## config.mk

```make
export PLATFORM = sky130hd
export DESIGN_NAME = aes_axis_block_packer
export DESIGN_NICKNAME = d
export VERILOG_FILES = /design/src/rtl/aes_axis_pkg.sv /design/src/rtl/aes_axis_block_packer.sv
export SDC_FILE = /design/constraint.sdc
export NUM_CORES = 1
export LEC_CHECK = 0
export BUFFER_PORTS_ARGS = -buffer_cell sky130_fd_sc_hd__buf_2
export CAP_MARGIN = 20
export CORE_MARGIN = 2
export CORE_UTILIZATION = 51
export CTS_CLUSTER_DIAMETER = 120
export DETAILED_ROUTE_END_ITERATION = 10
export PLACE_DENSITY_LB_ADDON = 0.3
export SLEW_MARGIN = 40
export SYNTH_ARGS = -nofsm -noshare
export SYNTH_HDL_FRONTEND = slang
export SYNTH_SLANG_ARGS = --single-unit
```

## constraint.sdc

```tcl
create_clock -name clk -period 2.1 [get_ports clk]
set_input_delay 0.21 -clock clk [delete_from_list [all_inputs] [get_ports clk]]
set_output_delay 0.21 -clock clk [all_outputs]
set_load 0.01 [all_outputs]
```

## src/rtl/aes_axis_pkg.sv

```systemverilog
// Shared block geometry and helpers for the AES AXI-Stream front end.
package aes_axis_pkg;

  localparam int AES_BLOCK_W     = 128;
  localparam int AES_BLOCK_BYTES = 16;

  typedef logic [AES_BLOCK_W-1:0] aes_block_t;

  // Byte-valid mask for a block holding nbeats beats of in_w bits, MSB byte first.
  function automatic logic [15:0] keep_from_beats(input int unsigned nbeats, input int unsigned in_w);
    int unsigned nbytes;
    nbytes = (nbeats * in_w) / 32'd8;
    if (nbytes >= 32'(AES_BLOCK_BYTES)) begin
      return 16'hFFFF;
    end else begin
      return ~(16'hFFFF >> nbytes);
    end
  endfunction

endpackage

```

## src/rtl/aes_axis_block_packer.sv

```systemverilog
// Packs a narrow AXI-Stream into 128-bit AES blocks, zero-padding a packet tail.
module aes_axis_block_packer
  import aes_axis_pkg::*;
#(
  parameter int IN_W = 32
) (
  input  logic            clk,
  input  logic            rst_n,
  input  logic            soft_clear,
  input  logic [IN_W-1:0] s_axis_tdata,
  input  logic            s_axis_tvalid,
  input  logic            s_axis_tlast,
  output logic            s_axis_tready,
  output logic [127:0]    m_axis_tdata,
  output logic [15:0]     m_axis_tkeep,
  output logic            m_axis_tvalid,
  output logic            m_axis_tlast,
  input  logic            m_axis_tready,
  output logic [31:0]     blk_count,
  output logic [15:0]     pad_count,
  output logic            busy
);

  localparam int WORDS = AES_BLOCK_W / IN_W;
  localparam int CW    = (WORDS > 1) ? $clog2(WORDS) : 1;

  logic [CW-1:0] beat_cnt_r;
  aes_block_t    acc_r;
  aes_block_t    tdata_r;
  logic [15:0]   tkeep_r;
  logic          tvalid_r;
  logic          tlast_r;
  logic [31:0]   blk_count_r;
  logic [15:0]   pad_count_r;

  logic          in_hs_s;
  logic          out_hs_s;
  logic          complete_s;
  logic [7:0]    shamt_s;
  aes_block_t    beat_top_s;
  aes_block_t    merged_s;

  // Handshakes and the accumulator with the current beat merged in.
  always_comb begin
    s_axis_tready = !soft_clear & (!tvalid_r | m_axis_tready);
    in_hs_s       = s_axis_tvalid & s_axis_tready;
    out_hs_s      = tvalid_r & m_axis_tready;
    complete_s    = in_hs_s & ((beat_cnt_r == CW'(WORDS - 1)) | s_axis_tlast);
    shamt_s       = 8'(beat_cnt_r) * 8'(IN_W);
    beat_top_s    = {s_axis_tdata, {(AES_BLOCK_W - IN_W){1'b0}}};
    merged_s      = acc_r | (beat_top_s >> shamt_s);
  end

  // Accumulator, beat counter and held output block.
  always_ff @(posedge clk or negedge rst_n) begin
    if (!rst_n) begin
      beat_cnt_r <= '0;
      acc_r      <= '0;
      tdata_r    <= '0;
      tkeep_r    <= 16'h0000;
      tvalid_r   <= 1'b0;
      tlast_r    <= 1'b0;
    end else if (soft_clear) begin
      beat_cnt_r <= '0;
      acc_r      <= '0;
      tdata_r    <= '0;
      tkeep_r    <= 16'h0000;
      tvalid_r   <= 1'b0;
      tlast_r    <= 1'b0;
    end else if (complete_s) begin
      // A completing beat may land on the same edge the old block drains.
      beat_cnt_r <= '0;
      acc_r      <= '0;
      tdata_r    <= merged_s;
      tkeep_r    <= keep_from_beats(32'(beat_cnt_r) + 32'd1, 32'(IN_W));
      tvalid_r   <= 1'b1;
      tlast_r    <= s_axis_tlast;
    end else begin
      if (in_hs_s) begin
        beat_cnt_r <= beat_cnt_r + CW'(1);
        acc_r      <= merged_s;
      end
      if (out_hs_s) begin
        tvalid_r <= 1'b0;
      end
    end
  end

  // Emitted-block statistics, advanced on the output handshake.
  always_ff @(posedge clk or negedge rst_n) begin
    if (!rst_n) begin
      blk_count_r <= 32'd0;
      pad_count_r <= 16'd0;
    end else if (soft_clear) begin
      blk_count_r <= 32'd0;
      pad_count_r <= 16'd0;
    end else if (out_hs_s) begin
      blk_count_r <= blk_count_r + 32'd1;
      if ((tkeep_r != 16'hFFFF) && (pad_count_r != 16'hFFFF)) begin
        pad_count_r <= pad_count_r + 16'd1;
      end
    end
  end

  assign m_axis_tdata  = tdata_r;
  assign m_axis_tkeep  = tkeep_r;
  assign m_axis_tvalid = tvalid_r;
  assign m_axis_tlast  = tlast_r;
  assign blk_count     = blk_count_r;
  assign pad_count     = pad_count_r;
  assign busy          = (beat_cnt_r != '0) | tvalid_r;

endmodule

```

==> results of run 1 <==
==> cell type report <==
type	instances	area share (%)
clock inverter	6	0.5235
sequential	312	48.79
timing repair buffer	275	10.66
clock buffer	50	6.384
multi-input combinational	886	30.69
inverter	14	0.3360
tap	335	2.618
==> cell families after synthesis <==
group,Yosys count,synth area share [%]
compound gates,424,18.47
xor+xnor,9,0.5903
fa+ha+maj,6,0.5622
buf+inv,171,5.556
flops,312,58.47
mux,8,0.6653
simple gates,437,15.69
==> final timing paths <==
path	end	slack, ns	cells past startpoint
worst max-delay path	blk_count[21]	0.06	5
worst min-delay path	blk_count[1]	0.07	3
worst max register to register	blk_count[21]	0.06	5
worst min register to register	acc_r[96]	0.49	2
max in group asynchronous	blk_count[1]	1.18	3
min in group asynchronous	acc_r[125]	0.20	2
==> tightest hold or removal path, stage by stage <==
cell,delay (ns)
buf_2,0.15
nand3_1,0.10
a21oi_1,0.06
==> cells in the mapped netlist (3+ instances only) <==
master	n	area share, %
and3_1	5	0.23
ha_1	6	0.56
inv_1	14	0.39
nor2b_1	7	0.33
buf_4	14	0.79
a211oi_1	37	2.1
o31a_1	3	0.20
a2111oi_0	3	0.20
nand2_1	15	0.42
nand4_1	18	0.84
or3_1	9	0.42
and2_1	3	0.14
xnor2_1	7	0.46
nor2_1	191	5.4
nor3_1	42	1.6
mux2_2	7	0.59
a21oi_1	122	4.6
clkbuf_1	98	2.8
o21ai_0	105	3.9
o31ai_1	16	0.90
clkbuf_2	24	0.90
and4_1	5	0.33
o21a_1	3	0.17
nor4_1	8	0.37
buf_1	12	0.34
buf_2	8	0.30
dfrtp_1	312	58
a31oi_1	129	6.0
or4_1	19	1.1
nand3_1	106	4.0
==> power groups by stage <==
stage / clock network (mW) / logic [mW] / registers, mW
2_1_floorplan: 0 / 0.651 / 6.44
3_3_place_gp: 0 / 1.20 / 6.40
3_5_place_dp: 0 / 1.22 / 6.41
4_1_cts: 6.00 / 1.23 / 6.30
5_1_grt: 6.27 / 1.36 / 6.32
6_report: 5.89 / 1.22 / 6.30
==> registers in the layout, summed over array words and instances, names as in the netlist <==
| name | count |
|---|---|
| acc_r | 128 |
| m_axis_tdata | 128 |
| blk_count | 32 |
| pad_count | 16 |
| m_axis_tkeep | 4 |
| beat_cnt_r | 2 |
| m_axis_tlast | 1 |
| m_axis_tvalid | 1 |
==> timing repair <==
action | 4_1_cts | 5_1_grt
buffers inserted | 0 | 2
hold buffers | 2 | 0
endpoints found under the setup margin | 0 | 10
gates resized for setup | 0 | 14
endpoints found under the hold margin | 91 | 0
==> per-layer routing <==
| layer | part of all wire (%) | vias up |
|---|---|---|
| met5 | 0 | - |
| met4 | 1.9 | 0 |
| met3 | 7.0 | 50 |
| met2 | 46 | 465 |
| met1 | 45 | 5549 |
| li1 | - | 5235 |
==> stage by stage <==
step                power, mW  instance area (um^2)  util, %  hold WS (ns)
floorplan               7.093                 13350        -      -0.08559
global placement        7.602                 14800    57.12        0.1159
detailed placement      7.626                 14800    57.12        0.1169
CTS                     13.53                 15930    61.47       0.04746
global route            13.94                 16010    61.80       0.07305
finish                  13.42                 16010    61.80       0.07023
==> metrics.csv, run 1 <==
stage,metric,value,unit
outcome,status,finished clean,
power_and_ir_drop,Peak VDD IR,637.3,uV
floorplanning,die width,165.8,um
final_layout,Final nets,1567,
final_layout,register area,7812,um^2
power_and_ir_drop,Comb power frac,9.1,%
routing,Post-DRT Antenna Nets,0,
power_and_ir_drop,static leakage,7.425,nW
sta,Max transition margin,53.16,%
yosys,"EDFF count, synth",0,
clock_tree,CTS sink cnt,312,
placement,# port buffers,233,
clock_tree,CTS tree,yes,
routing,DRT Pass-1 Iters,5,
placement,dpl ws,0.01169,ns
global_routing,global routing's busiest layer,met2,
power_and_ir_drop,clock share of power,43.9,%
final_layout,Fillers,2154,
floorplanning,# IOs,234,
yosys,post-synthesis cell area,13350,um^2
floorplanning,die area,27490,um^2
sta,fin worst setup slack,0.06289,ns
critical_path,buffers plus inverters on the worst setup path,1,
sta,final setup TNS,0,ns
critical_path,worst flop-to-flop path startpoint,blk_count[6],
sta,measured slew at the worst slew-check pin,0.7010,ns
global_routing,vias in the first global route,10726,
flow_run,max cap viols,0,
power_and_ir_drop,Sw Ratio,24.09,%
critical_path,Worst path slowest cell,or4_4,
yosys,part of the Yosys area used for sequential elements,58.47,%
yosys,number of synthesized register bits,312,
floorplanning,row count,59,
sta,Worst Skew,0.01020,ns
clock_tree,H-tree depth,2,
sta,Slew Limit Fails,0,
min_path,HP Start,m_axis_tready,
global_routing,GR Layer Usage met2,37.94,%
sta,fmax,490.9,MHz
clock_tree,CTS root buffer,clkbuf_16,
power_and_ir_drop,sequential power share,47.0,%
final_layout,share of cells above drive strength 1,23.01,%
yosys,ys async rst share,100.0,%
routing,via count,11299,
placement,placed cells,1816,
power_and_ir_drop,Cell Pwr Density,837.8,nW/um^2
global_routing,met3 usage,3.765,%
critical_path,Setup CP Type,flop to flop,
routing,Post-route DRC,0,
placement,Routability Congestion,0.8224,
global_routing,largest net degree at the start of global routing,130,
yosys,warnings from Yosys,0,
critical_path,worst path cell trace,"nand4_1, or4_4, buf_6, or4_1, a21oi_1",
sta,final hold violations,0,
routing,vias per std cell,6.017,
global_routing,gr usage total,24.63,%
critical_path,critical path launch point type,flop,
yosys,top_reg_cell synth,dfrtp_1,
final_layout,most frequent cells in the layout,"dfrtp_1, buf_2, nor2_1",
critical_path,"Largest delay share family, worst path",simple AND/OR/NAND/NOR gates,
final_layout,P&R area growth vs syn,19.91,%
critical_path,max incr delay on CP,0.48,ns
routing,WL/cell,18.37,um
final_layout,n_diodes,0,
clock_tree,Num CTS Buffers,34,
global_routing,initial antenna violation count,0,
floorplanning,Starting Density,51.54,%
floorplanning,core area,25910,um^2
yosys,"Distinct cells, synth",43,
routing,Routed WL,34500,um
yosys,syn nets,1411,
global_routing,first-pass GRT wire length,56470,um
sta,Final setup viols,0,
critical_path,WP data arrival,2.45,ns
sta,Tmin final,2.037,ns
final_layout,"leading cell type in the layout, fill and taps excluded",dfrtp_1,
clock_tree,Clock Latency Late Sink,0.49,ns
critical_path,Crit. Startpoint,blk_count[6],
global_routing,GRT overflow,0,
clock_tree,"CTS clk-pin slew, worst paths",0.06,ns
power_and_ir_drop,P_int,10.18,mW
yosys,Syn Area/Cell,9.769,um^2
min_path,Min-Delay Path Class,input port to flop,
placement,dpl hpwl,20990,um
clock_tree,CTS Buffer Depth,3,
critical_path,crit-path max FO,21,
yosys,Mapped Cells,1367,
sta,Final period util,97.01,%
floorplanning,chip height,165.8,um
global_routing,grt met1 use,37.27,%
critical_path,CP Data Required Time,2.51,ns
routing,initial DRC count,1202,
final_layout,non-filler cells in the finished layout,1878,
critical_path,Crit. End Element,flop,
final_layout,area of the multi-input gates,4915,um^2
power_and_ir_drop,Net Switching,3.232,mW
(Power assumes the default switching activity.)
==> inputs of run 2 (changes only) <==
--- a/config.mk
+++ b/config.mk
@@ -7,8 +7,10 @@
 export LEC_CHECK = 0
 export BUFFER_PORTS_ARGS = -buffer_cell sky130_fd_sc_hd__buf_2
 export CAP_MARGIN = 20
+export CELL_PAD_IN_SITES_DETAIL_PLACEMENT = 0
+export CELL_PAD_IN_SITES_GLOBAL_PLACEMENT = 2
 export CORE_MARGIN = 2
-export CORE_UTILIZATION = 51
+export CORE_UTILIZATION = 31
 export CTS_CLUSTER_DIAMETER = 120
 export DETAILED_ROUTE_END_ITERATION = 10
 export PLACE_DENSITY_LB_ADDON = 0.3
==> metrics.csv, run 2 (synthesized netlist as in run 1, its figures left out) <==
stage,metric,value,unit,change
critical_path,Crit. End Element,flop,,unchanged
power_and_ir_drop,Sw Ratio,24.80,%,was 24.09%
final_layout,register area,7809,um^2,was 7812 um^2
global_routing,largest net degree at the start of global routing,72,,was 130
final_layout,share of cells above drive strength 1,24.27,%,was 23.01%
clock_tree,Clock Latency Late Sink,0.55,ns,was 0.49 ns
clock_tree,CTS root buffer,clkbuf_16,,unchanged
final_layout,"leading cell type in the layout, fill and taps excluded",dfrtp_1,,unchanged
critical_path,worst path cell trace,"ha_2, nand3_2, or4_4, buf_12, or4b_4, a21oi_2",,"was nand4_1, or4_4, buf_6, or4_1, a21oi_1"
global_routing,gr usage total,17.91,%,was 24.63%
final_layout,most frequent cells in the layout,"dfrtp_1, buf_2, nor2_1",,unchanged
final_layout,fin util,38.84,%,was 61.80%
global_routing,GRT overflow,0,,unchanged
critical_path,Setup CP Type,flop to flop,,unchanged
critical_path,worst flop-to-flop path startpoint,blk_count[1],,was blk_count[6]
critical_path,Worst path slowest cell,or4_4,,unchanged
routing,initial DRC count,753,,"was 1,202"
global_routing,GR Layer Usage met2,26.91,%,was 37.94%
critical_path,max incr delay on CP,0.59,ns,was 0.48 ns
floorplanning,row count,76,,was 59
final_layout,P&R area growth vs syn,24.46,%,was 19.91%
sta,Worst Skew,0.01559,ns,was 0.01020 ns
global_routing,met3 usage,4.124,%,was 3.765%
power_and_ir_drop,P_int,10.73,mW,was 10.18 mW
critical_path,"Largest delay share family, worst path",simple AND/OR/NAND/NOR gates,,unchanged
power_and_ir_drop,Comb power frac,8.9,%,was 9.1%
critical_path,crit-path max FO,5,,was 21
placement,placed cell areas,15220,um^2,"was 14,800 um^2"
routing,Routed WL,39840,um,"was 34,500 um"
min_path,Min-Delay Endpoint,acc_r[111],,was blk_count[1]
clock_tree,CTS sink cnt,312,,unchanged
sta,Final period util,101.4,%,was 97.01%
global_routing,initial antenna violation count,0,,unchanged
critical_path,WP data arrival,2.60,ns,was 2.45 ns
routing,Post-route DRC,0,,unchanged
critical_path,buffers plus inverters on the worst setup path,1,,unchanged
clock_tree,CTS tree,yes,,unchanged
floorplanning,core area,42790,um^2,"was 25,910 um^2"
final_layout,n_diodes,0,,unchanged
global_routing,grt met1 use,25.89,%,was 37.27%
power_and_ir_drop,static leakage,7.642,nW,was 7.425 nW
sta,Tmin final,2.130,ns,was 2.037 ns
power_and_ir_drop,clock share of power,46.9,%,was 43.9%
floorplanning,Starting Density,31.21,%,was 51.54%
global_routing,global routing's busiest layer,met2,,unchanged
sta,fmax,469.6,MHz,was 490.9 MHz
outcome,status,"complete, but fails checks",,was finished clean
power_and_ir_drop,sequential power share,44.2,%,was 47.0%
routing,DRT Pass-1 Iters,5,,unchanged
sta,measured slew at the worst slew-check pin,0.6282,ns,was 0.7010 ns
floorplanning,# IOs,234,,unchanged
clock_tree,CTS Buffer Depth,3,,unchanged
routing,Post-DRT Antenna Nets,0,,unchanged
final_layout,area of the multi-input gates,4886,um^2,was 4915 um^2
sta,Final setup viols,3,,was 0
final_layout,Fillers,4323,,"was 2,154"
min_path,HP Start,s_axis_tdata[15],,was m_axis_tready
sta,RSZ-0062 raised after global routing,yes,,
clock_tree,H-tree depth,2,,unchanged
outcome,failing checks,negative setup slack,,
routing,WL/cell,18.72,um,was 18.37 um
sta,final hold violations,0,,unchanged
power_and_ir_drop,Net Switching,3.539,mW,was 3.232 mW
critical_path,FF-to-FF setup slack,-0.03,ns,was 0.06 ns
routing,vias per std cell,5.227,,was 6.017
min_path,Min-Delay Path Class,input port to flop,,unchanged
final_layout,Final nets,1599,,"was 1,567"
clock_tree,"CTS clk-pin slew, worst paths",0.06,ns,about the same
floorplanning,die width,211.6,um,was 165.8 um
sta,fin worst setup slack,-0.02957,ns,was 0.06289 ns
critical_path,critical path launch point type,flop,,unchanged
placement,dpl hpwl,24970,um,"was 20,990 um"
placement,Routability Congestion,0.8116,,was 0.8224
critical_path,CP Data Required Time,2.57,ns,was 2.51 ns
placement,# port buffers,233,,unchanged
power_and_ir_drop,Cell Pwr Density,858.7,nW/um^2,was 837.8 nW/um^2
sta,Max transition margin,58.12,%,was 53.16%
critical_path,R2R Path End,blk_count[28],,was blk_count[21]
power_and_ir_drop,Peak VDD IR,457.5,uV,was 637.3 uV
clock_tree,Num CTS Buffers,37,,was 34
global_routing,first-pass GRT wire length,63160,um,"was 56,470 um"
min_path,WHS Path Cells,3,,unchanged
floorplanning,die area,44750,um^2,"was 27,490 um^2"
sta,Slew Limit Fails,0,,unchanged
routing,via count,11123,,"was 11,299"
flow_run,max cap viols,0,,unchanged
final_layout,"Design Area, Final",16620,um^2,"was 16,010 um^2"
critical_path,cells on worst reg2reg path,6,,was 5
global_routing,vias in the first global route,10871,,"was 10,726"
floorplanning,chip height,211.6,um,was 165.8 um
-- run 2: cell types whose count changed in the layout (fill, tap and decap cells not counted), sizes merged --
| cell | before | now |
|---|---|---|
| or4 | 22 | 20 |
| buf | 273 | 301 |
| clkinv | 4 | 5 |
| bufinv | 2 | 5 |
| clkbuf | 50 | 55 |
| inv | 14 | 15 |
| dlygate4sd3 | 2 | 5 |
-- run 2: layout make-up --
cell class                 instances  share of cell area (%)
multi-input combinational        884                   29.40
clock buffer                      55                   6.414
inverter                          14                  0.3312
timing repair buffer             306                   11.66
clock inverter                    11                   1.107
tap                              546                   4.110
sequential                       312                   46.98
-- run 2: worst min-delay path, delay by kind of cell --
kind / cells / cell delay, ns
AOI/OAI and AO/OA: 1 / 0.13
buffers and inverters: 1 / 0.15
and+or+nand+nor: 1 / 0.05
-- run 2: power by group through the flow --
stage	Clock, mW	Sequential, mW	Combinational (mW)
after floorplan	0	6.44	0.651
after global placement	0	6.41	1.29
after detailed placement	0	6.41	1.30
after CTS	6.92	6.31	1.31
after global routing	7.15	6.33	1.44
final	6.69	6.31	1.27
-- run 2: repair_timing --
| action | 4_1_cts | 5_1_grt |
|---|---|---|
| hold buffers | 5 | 0 |
| hold endpoints to repair | 56 | 0 |
| buffers inserted | 1 | 6 |
| gates resized for setup | 0 | 10 |
| pin swaps | 0 | 12 |
| endpoints found under the setup margin | 3 | 11 |
-- run 2: per-layer routing --
layer | share of wire [%] | vias to the layer above
met5 | 0 | -
met4 | 1.7 | 0
met3 | 5.7 | 45
met2 | 45 | 237
met1 | 48 | 5545
li1 | - | 5296
-- run 2: worst max path at each step --
stage / end / cells past startpoint / from / slack [ns]
CTS: blk_count[12] / 6 / blk_count[1] / -0.008
detailed placement: blk_count[12] / 6 / blk_count[1] / -0.006
global route: blk_count[28] / 6 / blk_count[1] / -0.09
global placement: blk_count[28] / 5 / blk_count[1] / 0.05
floorplan: blk_count[28] / 6 / blk_count[0] / 0.04
finish: blk_count[28] / 6 / blk_count[1] / -0.03
-- run 2: metrics by stage --
step / hold WS, ns / power (mW) / setup WS (ns) / instances / setup TNS (ns)
6_report: 0.03361 / 14.27 / -0.02957 / 2128 / -0.03873
5_1_grt: 0.04201 / 14.91 / -0.09393 / 2128 / -0.3803
2_1_floorplan: -0.08559 / 7.093 / 0.04031 / 1367 / 0
3_5_place_dp: 0.2042 / 7.711 / -0.005600 / 2050 / -0.005600
3_3_place_gp: 0.2004 / 7.701 / 0.05487 / 2049 / 0
4_1_cts: 0.003306 / 14.53 / -0.008009 / 2122 / -0.008009
